`src/rtl/magtan_arb.sv`:
```
// Two-requester round-robin front end for a shared fixed-latency gradient
// magnitude/direction unit, with credit-guarded per-requester result FIFOs.

module magtan_arb_fifo #(
    parameter int DEPTH = 4
) (
    input  logic        i_clk,
    input  logic        i_rst,
    input  logic        i_push,
    input  logic [19:0] i_data,
    input  logic        i_pop,
    output logic        o_valid,
    output logic [19:0] o_data
);
    localparam int PW   = (DEPTH > 1) ? $clog2(DEPTH) : 1;
    localparam int CNTW = $clog2(DEPTH + 1);

    logic [19:0]     r_mem [DEPTH];
    logic [PW-1:0]   r_wr;
    logic [PW-1:0]   r_rd;
    logic [CNTW-1:0] r_cnt;

    always_ff @(posedge i_clk or negedge i_rst) begin
        if (!i_rst) begin
            r_wr  <= '0;
            r_rd  <= '0;
            r_cnt <= '0;
        end else begin
            if (i_push) r_wr <= (r_wr == PW'(DEPTH - 1)) ? '0 : r_wr + 1'b1;
            if (i_pop)  r_rd <= (r_rd == PW'(DEPTH - 1)) ? '0 : r_rd + 1'b1;
            case ({i_push, i_pop})
                2'b10:   r_cnt <= r_cnt + 1'b1;
                2'b01:   r_cnt <= r_cnt - 1'b1;
                default: r_cnt <= r_cnt;
            endcase
        end
    end

    // Storage needs no reset: the head is masked whenever the FIFO is empty.
    always_ff @(posedge i_clk) begin
        if (i_push) r_mem[r_wr] <= i_data;
    end

    assign o_valid = (r_cnt != '0);
    assign o_data  = o_valid ? r_mem[r_rd] : '0;
endmodule

module magtan_arb #(
    parameter int LAT   = 2,
    parameter int DEPTH = 4
) (
    input  logic        i_clk,
    input  logic        i_rst,
    input  logic        i_a_valid,
    output logic        o_a_ready,
    input  logic [15:0] i_a_dx,
    input  logic [15:0] i_a_dy,
    input  logic        i_b_valid,
    output logic        o_b_ready,
    input  logic [15:0] i_b_dx,
    input  logic [15:0] i_b_dy,
    output logic [15:0] o_mt_dx,
    output logic [15:0] o_mt_dy,
    input  logic [15:0] i_mt_mag,
    input  logic [3:0]  i_mt_tan,
    output logic        o_ra_valid,
    input  logic        i_ra_ready,
    output logic [15:0] o_ra_mag,
    output logic [3:0]  o_ra_tan,
    output logic        o_rb_valid,
    input  logic        i_rb_ready,
    output logic [15:0] o_rb_mag,
    output logic [3:0]  o_rb_tan,
    output logic        o_busy
);
    // Credit is 4 bits; one more bit only when DEPTH itself needs it.
    localparam int CW = (DEPTH >= 16) ? 5 : 4;

    logic [1:0][CW-1:0] r_cred;
    logic               r_last_b;
    logic [LAT:1]       r_vld_pipe;
    logic [LAT:1]       r_id_pipe;
    logic [15:0]        r_mt_dx;
    logic [15:0]        r_mt_dy;

    logic [1:0]         w_valid;
    logic [1:0]         w_elig;
    logic [1:0]         w_grant;
    logic [1:0]         w_push;
    logic [1:0]         w_pop;
    logic [1:0]         w_rready;
    logic [1:0]         w_fvalid;
    logic [1:0][19:0]   w_head;

    assign w_valid  = {i_b_valid, i_a_valid};
    assign w_rready = {i_rb_ready, i_ra_ready};
    assign w_elig   = {w_valid[1] && (r_cred[1] != '0), w_valid[0] && (r_cred[0] != '0)};

    // Readies are masked while reset is held so nothing looks accepted.
    assign w_grant[0] = i_rst && w_elig[0] && (!w_elig[1] || r_last_b);
    assign w_grant[1] = i_rst && w_elig[1] && (!w_elig[0] || !r_last_b);

    assign w_push[0] = r_vld_pipe[LAT] && !r_id_pipe[LAT];
    assign w_push[1] = r_vld_pipe[LAT] &&  r_id_pipe[LAT];
    assign w_pop     = w_fvalid & w_rready;

    always_ff @(posedge i_clk or negedge i_rst) begin
        if (!i_rst) begin
            r_cred     <= {2{CW'(DEPTH)}};
            r_last_b   <= 1'b1;
            r_vld_pipe <= '0;
            r_id_pipe  <= '0;
            r_mt_dx    <= '0;
            r_mt_dy    <= '0;
        end else begin
            for (int i = 0; i < 2; i++)
                r_cred[i] <= r_cred[i] - CW'(w_grant[i]) + CW'(w_pop[i]);
            if (|w_grant) r_last_b <= w_grant[1];
            r_vld_pipe[1] <= |w_grant;
            r_id_pipe[1]  <= w_grant[1];
            for (int s = 2; s <= LAT; s++) begin
                r_vld_pipe[s] <= r_vld_pipe[s-1];
                r_id_pipe[s]  <= r_id_pipe[s-1];
            end
            if (w_grant[0]) begin
                r_mt_dx <= i_a_dx;
                r_mt_dy <= i_a_dy;
            end else if (w_grant[1]) begin
                r_mt_dx <= i_b_dx;
                r_mt_dy <= i_b_dy;
            end
        end
    end

    for (genvar g = 0; g < 2; g++) begin : g_fifo
        magtan_arb_fifo #(.DEPTH(DEPTH)) u_fifo (
            .i_clk   (i_clk),
            .i_rst   (i_rst),
            .i_push  (w_push[g]),
            .i_data  ({i_mt_mag, i_mt_tan}),
            .i_pop   (w_pop[g]),
            .o_valid (w_fvalid[g]),
            .o_data  (w_head[g])
        );
    end

    assign o_a_ready  = w_grant[0];
    assign o_b_ready  = w_grant[1];
    assign o_mt_dx    = r_mt_dx;
    assign o_mt_dy    = r_mt_dy;
    assign o_ra_valid = w_fvalid[0];
    assign o_ra_mag   = w_head[0][19:4];
    assign o_ra_tan   = w_head[0][3:0];
    assign o_rb_valid = w_fvalid[1];
    assign o_rb_mag   = w_head[1][19:4];
    assign o_rb_tan   = w_head[1][3:0];
    assign o_busy     = (|r_vld_pipe) || (|w_fvalid);
endmodule

```
`config.mk`:
```
export PLATFORM = sky130hd
export DESIGN_NAME = magtan_arb
export DESIGN_NICKNAME = d
export VERILOG_FILES = /design/src/rtl/magtan_arb.sv
export SDC_FILE = /design/constraint.sdc
export NUM_CORES = 1
export LEC_CHECK = 0
export CORE_ASPECT_RATIO = 1.5
export CORE_MARGIN = 4
export CORE_UTILIZATION = 35
export CTS_CLUSTER_SIZE = 12
export DETAILED_ROUTE_END_ITERATION = 10
export DONT_BUFFER_PORTS = 1
export PLACE_DENSITY = 0.59
export SETUP_SLACK_MARGIN = 0.1
export SLEW_MARGIN = 20
export SYNTH_ARGS = -nofsm -noshare
export SYNTH_HDL_FRONTEND = slang
export SYNTH_SLANG_ARGS = --single-unit
```
`constraint.sdc`:
```
create_clock -name i_clk -period 3.3 [get_ports i_clk]
set_input_delay 0.66 -clock i_clk [delete_from_list [all_inputs] [get_ports i_clk]]
set_output_delay 0.66 -clock i_clk [all_outputs]
set_load 0.02 [all_outputs]
```
==> Word-level counts from Yosys, hierarchy flattened <==
Memories as Yosys holds them, arrays and structs flattened.
Cells that the tools add are included.
{ "totals": {"mem_bits_rw": 160, "reg_bits": 59, "mem_count": 2} }
{ "op_classes": {"bitwise_logic": 1, "eq_ne": 8, "n_reduce_logical": 25, "n_addsub": 12, "mux": 16} }
{ "mem_list": {"columns": ["name", "depth", "width", "read_ports", "rd_clocked_by_memory_dff", "wr", "line", "source"], "rows": [
  ["g_fifo[0].u_fifo.r_mem", 4, 20, 1, 0, 1, "18", "logic [19:0] r_mem [DEPTH];"],
  ["g_fifo[1].u_fifo.r_mem", 4, 20, 1, 0, 1, "18", null]
]} }
{ "op_table": {"columns": ["operator", "n"], "rows": [
  ["two-way mux 16 bit", 4],
  ["two-way mux 20 bit", 2],
  ["equality test 2 bit (second input constant)", 6],
  ["case mux 3 bit (2 select lines)", 2],
  ["adder 2 x 1 -> 2 bit (second input constant)", 4],
  ["adder 4 x 1 -> 4 bit", 2],
  ["logical AND 1 bit", 8],
  ["two-way mux 2 bit", 4],
  ["nonzero test 4 bit", 2],
  ["subtractor 4 x 1 -> 4 bit", 2],
  ["adder 3 x 1 -> 3 bit (second input constant)", 2],
  ["nonzero test 2 bit", 3],
  ["nonzero test 3 bit", 2],
  ["OR reduction 2 bit", 3],
  ["subtractor 3 x 1 -> 3 bit (second input constant)", 2],
  ["equality test 2 x 1 -> 1 bit (second input constant)", 2],
  ["logical NOT 1 bit", 4],
  ["two-way mux 1 bit", 4],
  ["logical OR 1 bit", 3],
  ["AND 2 bit", 1]
]} }

==> Logic depth before layout (Yosys ltp) <==
Gate-level depths: netlist of run 1.
{ "logic_depth": {"depth_word": 7, "ltp_mapped": 11, "depth_no_buf": 10} }

==> Cells and area by module <==
Synthesis of run 1 repeated with hierarchy kept, for this count alone.
{ "hier_totals": {"hier_cells": 564, "hier_area_um2": 9166.3} }
{ "modules_own_cells": {"columns": ["module", "area_each_um2", "cells_each", "instances"], "rows": [
  ["magtan_arb_fifo", 3429.5, 164, 2],
  ["magtan_arb", 2307.2, 236, 1]
]} }

==> Least setup slack after synthesis of run 1 <==
OpenSTA, ideal clock, no wires.
{ "synth_path": {"path_kind": "reg-to-reg", "startpoint": "register r_cred[6] (netlist name)", "endpoint": "register r_cred[5] (netlist name)", "stages_incl_launch_ff": 12, "setup_slack_ns": 0.706, "t_arrival_ns": 2.480, "period_less_slack_ns": 2.594, "t_required_ns": 3.186, "setup_time_ns": 0.114, "cell_sequence": "dfstp_2 inv_1 ha_1 or3b_4 o2111a_1 buf_2 ha_1 inv_1 ha_1 inv_1 fa_1 inv_1"} }
{ "synth_via": {"elab_chain_cells": 6} }
{ "synth_lines": {"columns": ["element", "line", "source"], "rows": [
  ["start: declaration", "79", "logic [1:0][CW-1:0] r_cred;"],
  ["start signal: assignment", "109", "r_cred <= {2{CW'(DEPTH)}};"],
  ["start signal: indexed assignment", "117", "r_cred[i] <= r_cred[i] - CW'(w_grant[i]) + CW'(w_pop[i]);"],
  ["nonzero test 4 bit", "97", "assign w_elig = {w_valid[1] && (r_cred[1] != '0), w_valid[0] && (r_cred[0] != '0)};"],
  ["logical AND 1 bit", "97", null],
  ["logical AND 1 bit (2 in a row)", "101", "assign w_grant[1] = i_rst && w_elig[1] && (!w_elig[0] || !r_last_b);"],
  ["via o_b_ready", "59", "output logic o_b_ready,"],
  ["subtractor 4 x 1 -> 4 bit", "117", null],
  ["adder 4 x 1 -> 4 bit", "117", null]
]} }
The timed path passes the listed nets, and every way through them passes these cells.
A chain may end at the register's enable or synchronous reset.

==> Worst setup path in the final report of run 1 <==
{ "layout_path": {"startpoint": "register r_cred[6] (netlist name)", "endpoint": "output o_a_ready"} }
{ "layout_via": {"elab_chain_cells": 5} }
{ "layout_lines": {"columns": ["element", "line", "source"], "rows": [
  ["nonzero test 4 bit", "97", null],
  ["logical AND 1 bit", "97", null],
  ["logical NOT 1 bit", "100", "assign w_grant[0] = i_rst && w_elig[0] && (!w_elig[1] || r_last_b);"],
  ["logical OR 1 bit", "100", null],
  ["logical AND 1 bit", "100", null],
  ["end: declaration", "55", "output logic o_a_ready,"]
]} }
Every way passes these cells.

==> results.txt, run 1 <==
GRT overflow = 0
Max rail drop VDD = 0.419 mV
Met1 usage = 13.0%
Boundary Pins = 167
Post-CTS Setup Inserts = 0
Gate power share = 31.2%
Max_cap viols = 0
Sequential power share = 43.3%
Kind of critical path = flip-flop to output port
CTS buffer count = 23
Dpl hpwl = 12700 um
PD cells = 883 nW/um^2
Synth Register Bits = 219
Crit end category = output port
Period utilization = 87.5%
Commonest non-fill, non-tap cell in the layout = edfxtp_1
Switching portion of total power = 34.5%
Core Rows = 72
Htree depth = 1
Clock tree buffer depth = 3
Post-synthesis cell area = 9110 um^2
I/O Buffers = 0
Tot Pwr = 9.05 mW
GRT Util Overall = 13.1%
Hold Crit Class = input port to async pin
Fmax = 346 MHz
N_diodes = 0
RSZ-0062 raised after global routing = false
Distinct cells, synth = 32
Synth warnings = 0
LEAKAGE = 4.03 nW
TritonCTS clock tree = done
Routed length per instance = 20.3 um
Cells after Synth = 562
Layout cell share with drive strength beyond 1 = 16.2%
Dpl cell area = 9550 um^2
Final Hold Slack = 0.0301 ns
Final Hold Viols = 0
Detailed Route WL = 19000 um
Die ar. = 28700 um^2
Crit path DAT = 2.23 ns
Syn_nets = 678
Root Buffer = clkbuf_16
Crit path time final = 2.89 ns
Clock Skew = 0.0116 ns
Int Pwr = 5.93 mW
Die width = 140 um
Global-route wire length before repair = 29200 um
Area delta synth->final = 12.4%
Switching Power = 3.12 mW
Worst Tran Pin Value = 0.525 ns
Register area share after synthesis = 69.0%
Post-route DRC = 0
Max-slew violations = 0
CTS resizes = 0
Height of the die = 206 um
Vias in the first global route = 5287
Worst-path fanout max = 33
Commonest cells after routing, fill and taps aside = edfxtp_1, inv_1, dfrtp_1
Vias = 4729
Post-DRT Antenna Nets = 0
Clock power share = 25.5%
Status = finished clean
Largest net degree at the start of global routing = 60
Total clock sinks = 219
GR Util met2 = 26.0%
GP Congestion = 0.786
Clk slew on worst S/H paths = 0.06 ns
Mean post-synth cell area = 16.2 um^2
Starting Density = 35.4%
Routed vias/inst = 5.07
Total core area = 25800 um^2
Worst skew pair latency = 0.50 ns
Required time of the worst setup path = 2.64 ns
GR peak layer = met2
Met3 Track Usage GR = 3.28%
Hold_buf cts = 1
Initial antenna violation count = 0
DR pass1 iterations = 7
Final setup vio count = 0
Cell area after layout = 10200 um^2
DR iter-0 viols = 324
Nets = 700
Setup crit start kind = flip-flop
Setup TNS = 0 ns
Slew headroom = 65.0%
==> worst max-delay path, stage by stage (launching register included) <==
cell,delay [ns]
dfstp_2,0.36
inv_1,0.07
ha_1,0.17
or3b_4,0.41
a311oi_4,0.32
buf_4,0.39
==> through the flow <==
| step | util, % | std cells | setup slack, ns |
|---|---|---|---|
| floorplan | - | 562 | 0.706 |
| global placement | 37.1 | 891 | 0.947 |
| detailed placement | 37.1 | 891 | 0.896 |
| CTS | 39.8 | 933 | 0.379 |
| global route | 39.8 | 933 | 0.325 |
| finish | 39.8 | 933 | 0.414 |
==> flip-flops by register name, summed over array words and instances, names as in the netlist <==
signal and flops:
g_fifo.u_fifo.r_rd 4, r_cred 8, g_fifo.u_fifo.r_mem 160, o_mt_dy 16
r_last_b 1, r_vld_pipe 2, r_id_pipe 2, g_fifo.u_fifo.r_wr 4
o_mt_dx 16, g_fifo.u_fifo.r_cnt 6
==> worst paths after layout <==
check / slack [ns] / to / start / depth (start not counted)
min in group i_clk: 0.25 / g_fifo[1].u_fifo.r_mem[0][12] / i_mt_mag[8] / 0
min: 0.03 / r_vld_pipe[2] / i_rst / 1
max in group asynchronous: 2.99 / r_cred[6] / i_rst / 1
max reg2reg: 0.88 / r_cred[3] / r_cred[6] / 10
min reg2reg: 0.35 / r_id_pipe[2] / r_id_pipe[1] / 0
max: 0.41 / o_a_ready / r_cred[6] / 5
==> power by group through the flow <==
stage	Sequential [mW]	Combinational [mW]	Clock, mW
floorplan	3.88	2.26	0
global placement	3.94	2.75	0
detailed placement	3.97	2.88	0
CTS	3.93	2.90	2.39
global route	3.98	3.09	2.50
finish	3.92	2.82	2.31
==> layout make-up <==
class | instances | area, um^2
clock buffer | 38 | 642
clock inverter | 3 | 25.0
fill | 2404 | 15500
inverter | 123 | 462
multi-input combinational | 198 | 2250
sequential | 219 | 6280
tap | 333 | 417
timing repair buffer | 19 | 163
==> synth_stat cells <==
cell type / count / area, um^2
a21o_1: 3 / 22.5
nor2_1: 5 / 18.8
o31ai_1: 1 / 7.51
nor3b_2: 1 / 12.5
nand2_1: 10 / 37.5
and3_1: 4 / 25.0
dfrtp_1: 56 / 1400
ha_1: 22 / 275
o22a_1: 1 / 8.76
and2_1: 44 / 275
xor2_1: 7 / 61.3
or3_1: 2 / 12.5
nor2b_1: 1 / 6.26
buf_6: 3 / 33.8
a222oi_1: 32 / 320
a311oi_4: 1 / 26.3
dfstp_2: 3 / 78.8
clkbuf_1: 12 / 45.0
o21ai_0: 5 / 25.0
a21oi_1: 2 / 10.0
edfxtp_1: 160 / 4800
mux4_2: 40 / 901
xnor2_1: 3 / 26.3
fa_1: 4 / 80.1
buf_2: 7 / 35.0
inv_1: 123 / 462
or3b_4: 1 / 11.3
nor3b_1: 1 / 7.51
mux2_2: 5 / 56.3
or4_1: 1 / 7.51
nor3_1: 1 / 5.00
o2111a_1: 1 / 11.3
==> cells by family (layout without fill, tap and decap cells) <==
family          after synthesis  in the layout  synth area share (%)
compound gates               46             46                  4.74
simple gates                 71             71                  4.60
flops                       219            219                  69.0
buf+inv                     145            183                  6.32
fa+ha+maj                    26             26                  3.90
mux                          45             45                  10.5
xor+xnor                     10             10                 0.961
==> layer usage <==
layer / up-vias / wire length [um]
met5: - / 0
met4: 0 / 505
met3: 31 / 1330
met2: 202 / 10600
met1: 2418 / 6500
li1: 2078 / -
(Power assumes the default switching activity.)
==> run 2: changes to the inputs <==
==> constraint.sdc (replaced) <==
create_clock -name i_clk -period 3.31 [get_ports i_clk]
set_input_delay 0.662 -clock i_clk [delete_from_list [all_inputs] [get_ports i_clk]]
set_output_delay 0.662 -clock i_clk [all_outputs]
set_load 0.02 [all_outputs]
==> run 2 against run 1 <==
Sequential cell count stayed put. Die area unchanged. Clock skew barely moved. Power increased by 0.50%. Count of clock-buffer cells in the layout rose by 1. Core utilization rose by 0.13 points. Global-route usage rose by 0.12 points. First-iteration DRC count shrank 18%. Cell area is 0.32% higher. Sequential power about the same. Highest routed layer unchanged.
==> results.txt, run 2 (same netlist as run 1, synthesis figures left out) <==
Status = finished clean
Final Hold Viols = 0 (unchanged)
Setup crit start kind = flip-flop
GP Congestion = 0.785 (about the same)
Met3 Track Usage GR = 2.93% (-0.35 points)
Max_cap viols = 0 (unchanged)
Post-DRT Antenna Nets = 0 (unchanged)
Fillcell total = 2382 (-0.92%)
CP top delay family = buffers and inverters
GR peak layer = met2
Multi-input gate area = 2250 um^2 (unchanged)
PD cells = 885 nW/um^2 (+0.19%)
Largest net degree at the start of global routing = 59 (-1.7%)
DR iter-0 viols = 266 (-18%)
LEAKAGE = 4.05 nW (+0.49%)
Crit path time final = 2.88 ns
Number of flip-flops under the largest register name = 160 (unchanged)
Boundary Pins = 167 (unchanged)
Crit-path cells = inv_1 -> ha_1 -> or3b_4 -> a311oi_4 -> buf_4
Clk slew on worst S/H paths = 0.06 ns (about the same)
Vias = 4733 (+0.085%)
Routed length per instance = 20.3 um (+0.17%)
Initial antenna violation count = 0 (unchanged)
Period utilization = 86.9%
Core Rows = 72 (unchanged)
Fmax = 348 MHz
Worst Tran Pin Value = 0.503 ns (-0.0218 ns)
Max-slew violations = 0 (unchanged)
GRT overflow = 0 (unchanged)
GR Util met2 = 25.5% (-0.52 points)
Crit end category = output port
Tot Pwr = 9.09 mW (+0.50%)
RSZ-0062 raised after global routing = false
R2R setup slack = 0.86 ns (-0.02 ns)
Htree depth = 1 (unchanged)
Height of the die = 206 um (unchanged)
Kind of critical path = flip-flop to output port
Starting Density = 35.4% (unchanged)
Dpl hpwl = 12700 um (+0.39%)
Hold_buf cts = 2 (+1)
Commonest non-fill, non-tap cell in the layout = edfxtp_1
Root Buffer = clkbuf_16
Sequential Area = 6280 um^2 (unchanged)
Total clock sinks = 219 (unchanged)
Buf/Inv on CP = 2 (unchanged)
Cells on worst reg2reg path = 10 (unchanged)
Detailed Route WL = 19000 um (+0.28%)
Post-CTS Setup Inserts = 0 (unchanged)
Critical Path Stages = 5 (unchanged)
DR pass1 iterations = 5 (-2)
CTS buffer count = 23 (unchanged)
Worst-path fanout max = 33 (unchanged)
Met1 usage = 14.1% (+1.1 points)
N_diodes = 0 (unchanged)
Routed vias/inst = 5.07 (about the same)
Largest register by flop count = g_fifo.u_fifo.r_mem
Die ar. = 28700 um^2 (unchanged)
Layout cell share with drive strength beyond 1 = 16.5% (+0.31 points)
Total core area = 25800 um^2 (unchanged)
TritonCTS clock tree = done
Largest stage delay, worst path = 0.40 ns (about the same)
GRT Util Overall = 13.2% (+0.12 points)
Slew headroom = 66.4% (+1.5 points)
Crit path DAT = 2.21 ns (-0.02 ns)
Required time of the worst setup path = 2.65 ns (about the same)
Clock Skew = 0.0113 ns (-0.000250 ns)
Area delta synth->final = 12.8%
Final setup vio count = 0 (unchanged)
Vias in the first global route = 5338 (+0.96%)
Clock tree buffer depth = 3 (unchanged)
Worst skew pair latency = 0.50 ns (about the same)
Slowest-stage cell, CP = or3b_4
CTS resizes = 0 (unchanged)
Die width = 140 um (unchanged)
Max rail drop VDD = 0.432 mV (+3.0%)
Commonest cells after routing, fill and taps aside = edfxtp_1, inv_1, dfrtp_1
I/O Buffers = 0 (unchanged)
Setup TNS = 0 ns (unchanged)
Post-route DRC = 0 (unchanged)
Nets = 701 (+0.14%)
Hold Crit Class = input port to async pin
Global-route wire length before repair = 29800 um (+2.1%)
-- run 2: path summary, 6_finish.rpt --
kind	from	to
max reg2reg	r_cred[6]	r_cred[3]
min reg2reg	r_id_pipe[1]	r_id_pipe[2]
max	r_cred[6]	o_a_ready
max in group asynchronous	i_rst	r_cred[2]
min	i_rst	o_mt_dy[14]
min in group i_clk	i_mt_mag[2]	g_fifo[1].u_fifo.r_mem[0][6]
-- run 2: area by class of cell --
cell class / instances / area share (%)
Clock buffer: 39 / 6.57
Clock inverter: 2 / 0.134
Inverter: 123 / 4.49
Multi-Input combinational cell: 198 / 21.9
Sequential cell: 219 / 61.2
Tap cell: 333 / 4.05
Timing Repair Buffer: 20 / 1.68
-- run 2: worst reg2reg max path: cells and delay by family (launching register included) --
kind	cells	cell delay (ns)
buffers and inverters	2	0.15
xor gates and xnor gates	1	0.15
and+or+nand+nor	1	0.40
AOI/OAI and AO/OA	3	0.67
adders and majority gates	3	0.65
DFF	1	0.36
-- run 2: stage by stage --
stage	utilization (%)	hold WS, ns	instance area, um^2	instances	setup WS, ns
6_report	39.9	0.0271	10300	934	0.433
5_1_grt	39.9	0.0341	10300	934	0.305
4_1_cts	39.9	0.0213	10300	934	0.400
3_5_place_dp	37.1	0.339	9550	891	0.869
3_3_place_gp	37.1	0.338	9550	891	0.956
2_1_floorplan	-	0.331	9110	562	0.716
-- run 2: routing by layer --
| metal | vias up | wire length (um) |
|---|---|---|
| met5 | - | 0 |
| met4 | 0 | 536 |
| met3 | 31 | 1290 |
| met2 | 229 | 10400 |
| met1 | 2399 | 6750 |
| li1 | 2074 | - |
-- run 2: power by group --
part / switching [mW] / total (mW) / internal (mW)
Clock: 0.984 / 2.37 / 1.38
Combinational: 1.70 / 2.82 / 1.12
Sequential: 0.441 / 3.91 / 3.47
Total: 3.12 / 9.09 / 5.97
==> run 3: changes to the inputs <==
--- a/config.mk
+++ b/config.mk
@@ -5,13 +5,13 @@
 export SDC_FILE = /design/constraint.sdc
 export NUM_CORES = 1
 export LEC_CHECK = 0
+export ABC_AREA = 1
 export CORE_ASPECT_RATIO = 1.5
 export CORE_MARGIN = 4
 export CORE_UTILIZATION = 35
 export CTS_CLUSTER_SIZE = 12
 export DETAILED_ROUTE_END_ITERATION = 10
 export DONT_BUFFER_PORTS = 1
-export PLACE_DENSITY = 0.59
 export SETUP_SLACK_MARGIN = 0.1
 export SLEW_MARGIN = 20
 export SYNTH_ARGS = -nofsm -noshare
==> run 3 against run 2 <==
Worst setup slack worse by 0.15 ns. Worst hold slack worse by 0.0095 ns. Register-to-register slack worse by 0.25 ns. Maximum frequency down 4.9%. Critical endpoint is now o_rb_mag[12]. Largest cell class unchanged. Largest power group unchanged.
==> results.txt, run 3 <==
Switching Power = 3.73 mW (+20%)
Fmax = 331 MHz (-4.9%)
Detailed Route WL = 22200 um (+17%)
Cell taking the most area after synthesis = edfxtp_1
LEAKAGE = 4.34 nW (+7.2%)
Max-slew violations = 0 (unchanged)
Clock Skew = 0.0170 ns (+0.00567 ns)
Dpl hpwl = 14700 um (+16%)
Post-synth top cells = nor2_1, edfxtp_1, nand2_1
Final setup vio count = 0 (unchanged)
Int Pwr = 5.74 mW (-3.9%)
N_diodes = 0 (unchanged)
Post-CTS Setup Inserts = 0 (unchanged)
Setup crit start kind = flip-flop
RSZ-0062 raised after global routing = true
I/O Buffers = 0 (unchanged)
Layout cell share with drive strength beyond 1 = 7.76% (-8.7 points)
EDFF count, synth = 160 (unchanged)
Cells on worst reg2reg path = 12 (+2)
Status = finished clean
Syn_nets = 1025 (+51%)
Synth Register Bits = 219 (unchanged)
Commonest non-fill, non-tap cell in the layout = nor2_1
Mean post-synth cell area = 10.5 um^2 (-35%)
Register area share after synthesis = 65.7% (-3.3 points)
GRT Util Overall = 14.3% (+1.1 points)
Largest register by flop count = g_fifo.u_fifo.r_mem
Total core area = 26800 um^2 (+3.9%)
Number of flip-flops under the largest register name = 160 (unchanged)
Height of the die = 211 um (+2.4%)
Clock power share = 25.4% (-0.6 points)
Gate power share = 33.4% (+2.4 points)
CTS buffer count = 23 (unchanged)
Root Buffer = clkbuf_16
Largest net degree at the start of global routing = 60 (+1.7%)
Clock tree buffer depth = 3 (unchanged)
PD cells = 889 nW/um^2 (+0.46%)
Finished Core Util = 39.8% (-0.088 points)
Die ar. = 30100 um^2 (+4.8%)
Worst-path fanout max = 21 (-36%)
Period utilization = 91.4% (+4.4 points)
Die width = 143 um (+2.4%)
Clk slew on worst S/H paths = 0.06 ns (about the same)
Global-route wire length before repair = 34300 um (+15%)
GP Congestion = 0.815 (+3.7%)
Fraction of registers with async set/reset = 26.9% (unchanged)
Boundary Pins = 167 (unchanged)
Worst Tran Pin Value = 0.778 ns (+0.275 ns)
Total clock sinks = 219 (unchanged)
Vias in the first global route = 6396 (+20%)
Post-synthesis cell area = 9570 um^2 (+5.1%)
Distinct cells, synth = 26 (-19%)
Vias = 6200 (+31%)
Hold Crit Class = input port to async pin
Worst skew pair latency = 0.51 ns (about the same)
Slew headroom = 48.1% (-18 points)
DR pass1 iterations = 4 (-1)
Max_cap viols = 0 (unchanged)
Crit end category = output port
TritonCTS clock tree = done
Top post-synthesis cells by area = edfxtp_1, dfrtp_1, nor2_1
Prevailing post-synth register cell = edfxtp_1
Starting Density = 35.8% (+0.40 points)
Max rail drop VDD = 0.539 mV (+25%)
Post-DRT Antenna Nets = 0 (unchanged)
Area delta synth->final = 11.3%
Core Rows = 73 (+1.4%)
Synth warnings = 0 (unchanged)
Routed length per instance = 17.6 um (-14%)
Setup TNS = 0 ns (unchanged)
Top-count cell post-synth = nor2_1
GRT overflow = 0 (unchanged)
Htree depth = 1 (unchanged)
Commonest cells after routing, fill and taps aside = nor2_1, edfxtp_1, nand2_1
Final Hold Viols = 0 (unchanged)
Sequential power share = 41.2% (-1.8 points)
Switching portion of total power = 39.4% (+5.1 points)
Crit path DAT = 2.36 ns (+0.15 ns)
Required time of the worst setup path = 2.65 ns (about the same)
Nets = 1027 (+47%)
Area fraction of the dominant cell type after synthesis = 50.2% (-2.5 points)
Cells after Synth = 909 (+62%)
Post-route DRC = 0 (unchanged)
Initial antenna violation count = 0 (unchanged)
DR iter-0 viols = 273 (+2.6%)
Kind of critical path = flip-flop to output port
Routed vias/inst = 4.90 (-3.3%)
Crit path time final = 3.02 ns (+0.147 ns)
[run 3: what timing repair did]
action,CTS,global route
gates resized for setup,0,4
hold buffers,1,0
hold endpoints to repair,59,0
setup endpoints to repair,0,12
[run 3: layout make-up]
class	instances	area, um^2
sequential	219	6290
inverter	107	404
clock inverter	7	60.1
timing repair buffer	22	185
fill	2597	16100
tap	337	422
multi-input combinational	538	2660
clock buffer	35	631
[run 3: cell families (layout without fill, tap and decap cells)]
kind of cell / Yosys count / after routing / synth area share, %
buf+inv: 152 / 171 / 6.78
xor+xnor: 8 / 8 / 0.732
compound gates: 138 / 138 / 7.22
simple gates: 366 / 366 / 15.9
flops: 219 / 219 / 65.7
fa+ha+maj: 26 / 26 / 3.71
[run 3: layer usage]
layer | part of all wire [%] | wire [um] | GRT usage (%) | up-vias
met5 | 0 | 0 | 0 | -
met3 | 7.9 | 1760 | 3.45 | 38
li1 | - | - | - | 2995
met2 | 50 | 11100 | 25.2 | 244
met1 | 38 | 8420 | 16.3 | 2923
met4 | 4.4 | 973 | 6.49 | 0
[run 3: worst paths after layout]
kind | start | endpoint | slack, ns
hold reg to reg | r_id_pipe[1] | r_id_pipe[2] | 0.37
hold / removal | i_rst | o_mt_dy[2] | 0.02
setup reg to reg | r_cred[6] | r_cred[5] | 0.61
max in group asynchronous | i_rst | r_cred[6] | 2.99
min in group i_clk | i_mt_mag[5] | g_fifo[0].u_fifo.r_mem[1][9] | 0.24
setup / recovery | g_fifo[1].u_fifo.r_rd[1] | o_rb_mag[12] | 0.29
[run 3: critical path: stages (launching register included)]
cell     delay [ns]
dfrtp_1        0.34
buf_4          0.28
inv_1          0.41
nor2_1         0.19
o21ai_0        0.09
a21oi_1        0.53
[run 3: stage by stage]
stage	setup slack, ns	area, um^2	cells	hold WS (ns)	power (mW)
after floorplan	0.780	9570	909	0.331	6.38
after global placement	0.610	9920	1222	0.369	7.07
after detailed placement	0.608	9920	1222	0.363	7.16
after CTS	0.184	10600	1265	0.0157	9.61
after global routing	0.0412	10700	1265	0.0210	10.1
final	0.286	10700	1265	0.0175	9.47
[run 3: power by group through the flow]
stage                     clock network, mW  logic [mW]  registers [mW]
final                                  2.40        3.16            3.90
after global routing                   2.59        3.58            3.96
after CTS                              2.48        3.23            3.91
after detailed placement                  0        3.21            3.95
after global placement                    0        3.12            3.95
after floorplan                           0        2.55            3.83
